File: src/rtl/multi_ball_renderer.sv
// Bouncing multi-ball renderer: per-frame position sweep plus per-pixel colour.
// Optional grey halo around balls when MULTI_BALL_SHADOW_EN is defined.
module multi_ball_renderer #(
   parameter int NUM_BALLS = 4,
   parameter int RADIUS    = 20,
   parameter int H_ACTIVE  = 640,
   parameter int V_ACTIVE  = 480,
   parameter int SPEED_W   = 3
) (
   input  logic               clk,
   input  logic               rst_n,
   input  logic [9:0]         hpos,
   input  logic [9:0]         vpos,
   input  logic               display_on,
   input  logic               frame_start,
   input  logic               pause,
   input  logic [SPEED_W-1:0] speed,
   output logic [5:0]         rgb,
   output logic [15:0]        bounce_cnt,
   output logic               busy
);

   localparam int IW = (NUM_BALLS > 1) ? $clog2(NUM_BALLS) : 1;
   localparam logic [10:0] XHI = 11'(H_ACTIVE - RADIUS);
   localparam logic [10:0] YHI = 11'(V_ACTIVE - RADIUS);
   localparam logic [10:0] LO  = 11'(RADIUS);
   localparam logic [24:0] RSQ = 25'(RADIUS * RADIUS);
`ifdef MULTI_BALL_SHADOW_EN
   localparam logic [24:0] RS2 = 25'((RADIUS + 4) * (RADIUS + 4));
`endif

   typedef enum logic {IDLE, UPDATE} state_t;

   state_t            state_q, state_d;
   logic [IW-1:0]     idx;
   logic [9:0]        bx [NUM_BALLS];
   logic [9:0]        by [NUM_BALLS];
   logic              bdx [NUM_BALLS];
   logic              bdy [NUM_BALLS];
   logic [10:0]       spd;
   logic [11:0]       sx, sy;
   logic [1:0]        flips;
   logic [16:0]       cnt_sum;
   logic [5:0]        pix;
   logic              hit;
   logic signed [23:0] ddx, ddy;
   logic [23:0]       px, py;
   logic [24:0]       d;
`ifdef MULTI_BALL_SHADOW_EN
   logic              shadow;
`endif

   // Returns {new_pos, new_dir, flipped} for one axis of one ball.
   function automatic logic [11:0] step_axis(input logic [9:0] pos,
                                             input logic dir,
                                             input logic [10:0] s,
                                             input logic [10:0] hi);
      logic [10:0] p, up, dn;
      logic [11:0] r;
      p  = {1'b0, pos};
      up = p + s;
      dn = p - s;
      r  = {pos, dir, 1'b0};
      if (s != '0) begin
         if (dir) begin
            if (up >= hi) r = {hi[9:0], 1'b0, 1'b1};
            else          r = {up[9:0], 1'b1, 1'b0};
         end else begin
            if (p <= LO + s) r = {LO[9:0], 1'b1, 1'b1};
            else             r = {dn[9:0], 1'b0, 1'b0};
         end
      end
      return r;
   endfunction

   function automatic logic [5:0] ball_colour(input int i);
      logic [1:0] k;
      logic [5:0] c;
      k = 2'(i);
      c = 6'b111000;
      unique case (k)
         2'd0: c = 6'b111000;
         2'd1: c = 6'b001111;
         2'd2: c = 6'b110011;
         2'd3: c = 6'b001100;
      endcase
      return c;
   endfunction

   assign busy = (state_q == UPDATE);
   assign spd  = 11'(speed);

   // Sweep FSM state and ball index register.
   always_ff @(posedge clk or negedge rst_n) begin
      if (!rst_n) begin
         state_q <= IDLE;
         idx     <= '0;
      end else begin
         state_q <= state_d;
         idx     <= (state_q == UPDATE) ? idx + 1'b1 : '0;
      end
   end

   // Next-state: start on an unpaused frame pulse, end after the last ball.
   always_comb begin
      state_d = state_q;
      unique case (state_q)
         IDLE:   if (frame_start && !pause) state_d = UPDATE;
         UPDATE: if (idx == IW'(NUM_BALLS - 1)) state_d = IDLE;
      endcase
   end

   // Motion step for the ball currently selected by the sweep.
   always_comb begin
      sx      = step_axis(bx[idx], bdx[idx], spd, XHI);
      sy      = step_axis(by[idx], bdy[idx], spd, YHI);
      flips   = {1'b0, sx[0]} + {1'b0, sy[0]};
      cnt_sum = {1'b0, bounce_cnt} + 17'(flips);
   end

   // Ball state: initial layout on reset, one ball rewritten per sweep cycle.
   always_ff @(posedge clk or negedge rst_n) begin
      if (!rst_n) begin
         for (int i = 0; i < NUM_BALLS; i++) begin
            bx[i]  <= 10'(160 + 64 * i);
            by[i]  <= 10'(120 + 32 * i);
            bdx[i] <= ((i % 2) == 0);
            bdy[i] <= 1'b1;
         end
      end else if (state_q == UPDATE) begin
         bx[idx]  <= sx[11:2];
         bdx[idx] <= sx[1];
         by[idx]  <= sy[11:2];
         bdy[idx] <= sy[1];
      end
   end

   // Saturating wall-bounce counter.
   always_ff @(posedge clk or negedge rst_n) begin
      if (!rst_n)                bounce_cnt <= '0;
      else if (state_q == UPDATE) bounce_cnt <= cnt_sum[16] ? 16'hFFFF : cnt_sum[15:0];
   end

   // Pixel colour: lowest-index core wins, then halo, then background.
   always_comb begin
      pix = 6'b000010;
      hit = 1'b0;
      ddx = '0;
      ddy = '0;
      px  = '0;
      py  = '0;
      d   = '0;
`ifdef MULTI_BALL_SHADOW_EN
      shadow = 1'b0;
`endif
      for (int i = NUM_BALLS - 1; i >= 0; i--) begin
         ddx = $signed({14'd0, hpos}) - $signed({14'd0, bx[i]});
         ddy = $signed({14'd0, vpos}) - $signed({14'd0, by[i]});
         px  = ddx * ddx;
         py  = ddy * ddy;
         d   = {1'b0, px} + {1'b0, py};
         if (d <= RSQ) begin
            hit = 1'b1;
            pix = ball_colour(i);
         end
`ifdef MULTI_BALL_SHADOW_EN
         if (d <= RS2) shadow = 1'b1;
`endif
      end
`ifdef MULTI_BALL_SHADOW_EN
      if (shadow && !hit) pix = 6'b010101;
`endif
   end

   // Registered video output, blanked outside the active area.
   always_ff @(posedge clk or negedge rst_n) begin
      if (!rst_n) rgb <= '0;
      else        rgb <= display_on ? pix : 6'b000000;
   end

endmodule
File: config.mk
export PLATFORM = sky130hd
export DESIGN_NAME = multi_ball_renderer
export DESIGN_NICKNAME = d
export VERILOG_FILES = /design/src/rtl/multi_ball_renderer.sv
export SDC_FILE = /design/constraint.sdc
export NUM_CORES = 2
export LEC_CHECK = 0
export CAP_MARGIN = 0
export CORE_MARGIN = 3
export CORE_UTILIZATION = 33
export DETAILED_ROUTE_END_ITERATION = 10
export GPL_ROUTABILITY_DRIVEN = 0
export PLACE_DENSITY_LB_ADDON = 0.12
export SYNTH_ARGS = -nofsm -noshare
export SYNTH_HDL_FRONTEND = slang
export SYNTH_SLANG_ARGS = --single-unit
File: constraint.sdc
create_clock -name clk -period 17 [get_ports clk]
set_clock_uncertainty 0.1 [all_clocks]
set_input_delay 2.55 -clock clk [delete_from_list [all_inputs] [get_ports clk]]
set_output_delay 2.55 -clock clk [all_outputs]
set_load 0.02 [all_outputs]
==> impl_metrics.py <==
metrics = {
    "floorplanning": {
        "die_h_um": 383,
        "io_pins": 51,
        "core-area_sq_mm": 0.140,
        "die_area_sq_mm": 0.146,
        "rows": 137,
        "die_width_um": 383,
        "start_util_pct": 33.4,
    },
    "synthesis": {
        "syn_inst": 5452,
        "synthFlopType": "dfrtp_1",
        "synthTopCellsByArea": "fa_1 (36%), ha_1 (14%), inv_1 (11%)",
        "ys_ff_latch": 112,
        "synth_area_leader_cell": "fa_1",
        "synth_edf_count": 0,
        "synth.avg_cell_area_sq_um": 8.58,
        "synth_top_area_share_pct": 36.0,
        "async_flop_share_pct": 100,
        "synth_common_cells": "inv_1 (1355), fa_1 (841), ha_1 (542)",
        "synth_most_common_cell": "inv_1",
        "syn_area_sq_mm": 0.0468,
        "yosysWarnings": 0,
        "yosysSeqAreaShare_pct": 6.07,
        "syn-num-nets": 6863,
        "synthDistinctLibCells": 93,
    },
    "clocking": {
        "cts_tree": "built",
        "cts.sinks": 112,
        "path_clk_slew_ns": 0.12,
        "clockBufferDepth": 2,
        "hold_buffers": 0,
        "root_buffer": "clkbuf_16",
        "htree_num_levels": 3,
        "cts_resized": 0,
        "clock_latency_ns": 0.41,
        "cts_buffers": 9,
        "postCtsSetupBuffers": 0,
    },
    "sta": {
        "fin_setup_tns_ns": 0,
        "max_slew_margin_pct": 29.0,
        "period_share_pct": 79.9,
        "fmax_mhz": 73.6,
        "hold_viol": 0,
        "tightest_slew_ns": 1.06,
        "min_period_ns": 13.58,
        "rsz0062_at_grt": "false",
        "drv_slew": 0,
        "final-setup-viol-count": 0,
        "setup_slack_ns": 3.42,
    },
    "critical_path": {
        "slowest_delay_ns": 0.67,
        "rr_worst_depth": 41,
        "rrSetupSlack_ns": 5.76,
        "cp-endpoint": "rgb[1]",
        "rr_endpoint": "rgb[1]",
        "cp-start-kind": "primary input",
        "crit_fanout": 12,
        "worstSetupPathType": "primary input to register",
        "cpMostUsedCell": "inv_1",
        "arrival_ns": 13.80,
        "slowest_stage": "clkdlybuf4s50_1",
        "crit_start": "vpos[0]",
        "reg2reg_from": "bx[11]",
        "worstPathRequired_ns": 17.22,
        "endpoint_kind": "register",
    },
    "placed_design": {
        "placed_area_sq_mm": 0.0495,
        "dpl.hpwl_um": 106000,
        "post-place-ws_ns": 2.97,
        "io_buffer_count": 50,
    },
    "global_routing": {
        "grt_pass1_wl_um": 201000,
        "antenna_found_initial": 3,
        "grt_max_degree": 60,
        "grt-ovfl-total": 0,
        "groute.usage.overall_pct": 17.1,
        "first_global_vias": 37100,
    },
    "routing": {
        "wire_per_inst_um": 16.6,
        "num_vias": 35100,
        "drc_errors": 0,
        "antenna_left": 0,
        "dr.first_iter.drc_count": 1803,
        "via_per_inst": 4.78,
        "dr.pass1.iters": 6,
        "drt_wl_total_um": 122000,
    },
    "finish": {
        "syn_to_final_growth_pct": 6.51,
        "finalInstanceArea_sq_mm": 0.0498,
        "drive_above_1_share_pct": 3.90,
        "nets": 6864,
    },
    "outcome": {
        "status": "finished clean",
    },
    "min_path": {
        "hp-class": "register to register",
    },
    "job": {
        "drv_cap": 0,
    },
}
==> worst min path at each step <==
stage | start | endpoint | slack (ns) | depth (start not counted)
3_3_place_gp | by[33] | by[33] | 0.37 | 2
5_1_grt | by[23] | by[23] | 0.41 | 2
4_1_cts | by[33] | by[33] | 0.39 | 2
2_1_floorplan | by[13] | by[13] | 0.35 | 2
6_report | by[33] | by[33] | 0.39 | 2
3_5_place_dp | by[33] | by[33] | 0.37 | 2
==> worst max-delay path, delay by kind of cell <==
| kind | cells | cell delay, ns |
|---|---|---|
| XOR/XNOR | 1 | 0.14 |
| AND/OR/NAND/NOR | 14 | 3.45 |
| buffers and inverters | 9 | 1.82 |
| adder cells (fa/ha/maj) | 9 | 4.07 |
| AO/OA/AOI/OAI | 11 | 1.76 |
==> kinds of logic after synthesis <==
group	after synthesis	share of synthesized area, %
and+or+nand+nor	1355	13.1
DFF	112	6.07
muxes	82	2.45
xor gates and xnor gates	271	5.07
buffers and inverters	1460	11.8
AOI/OAI and AO/OA	789	11.0
adders and majority gates	1383	50.5
==> placed cells by master (no fill, tap or decap), types with 10 or more instances in the layout <==
cell type and instances:
nor2_1 473, xor2_1 65, o22ai_1 11, buf_4 36, dfrtp_1 81, a31o_2 13
clkinv_1 10, a211oi_1 21, or3_1 21, o21ai_1 17, fa_1 841, mux2_2 33
o21a_1 32, mux2i_1 22, dfstp_2 31, o211ai_1 15, ha_1 542, nand4_1 20
a31oi_1 29, nor2b_1 70, mux4_2 22, nor3_1 78, xnor2_1 206, clkdlybuf4s50_1 49
nand3_1 52, inv_1 1355, a21oi_1 201, a211o_1 19, nand2b_1 55, nand2_1 443
o21ai_0 181, o21bai_1 22, a21o_1 71, o31ai_1 12, and3_1 34, or2_2 37
a21boi_0 33
==> sequential cells by signal (all words and copies together) (netlist names) <==
signal and count:
by 40, idx 2, bdx 4, busy 1, bx 40, rgb 5
bounce_cnt 16, bdy 4
==> routing by layer <==
| metal | track usage [%] | share of wire [%] |
|---|---|---|
| met2 | 29.0 | 48 |
| met3 | 1.70 | 3.1 |
| met1 | 24.0 | 48 |
| met4 | 2.77 | 1.5 |
| met5 | 0 | 0 |
==> area by class of cell <==
| cell class | instances | area (sq um) |
|---|---|---|
| antenna | 6 | 15.0 |
| clock buffer | 9 | 225 |
| clock inverter | 7 | 93.8 |
| fill | 14900 | 90400 |
| inverter | 1365 | 5120 |
| multi-input combinational | 3880 | 38400 |
| sequential | 112 | 2840 |
| tap | 1876 | 2350 |
| timing repair buffer | 85 | 761 |
==> through the flow <==
| step | hold WS (ns) | util, % | std cells |
|---|---|---|---|
| 3_3_place_gp | 0.365 | 35.3 | 7318 |
| 4_1_cts | 0.389 | 35.5 | 7334 |
| 2_1_floorplan | 0.351 | - | 5452 |
| 5_1_grt | 0.412 | 35.5 | 7337 |
| 3_5_place_dp | 0.372 | 35.3 | 7318 |
| 6_report | 0.388 | 35.5 | 7340 |
Power is left out: the tool's default activity adds up to more than one toggle a clock period on the data nets, which glitch-free logic cannot reach.
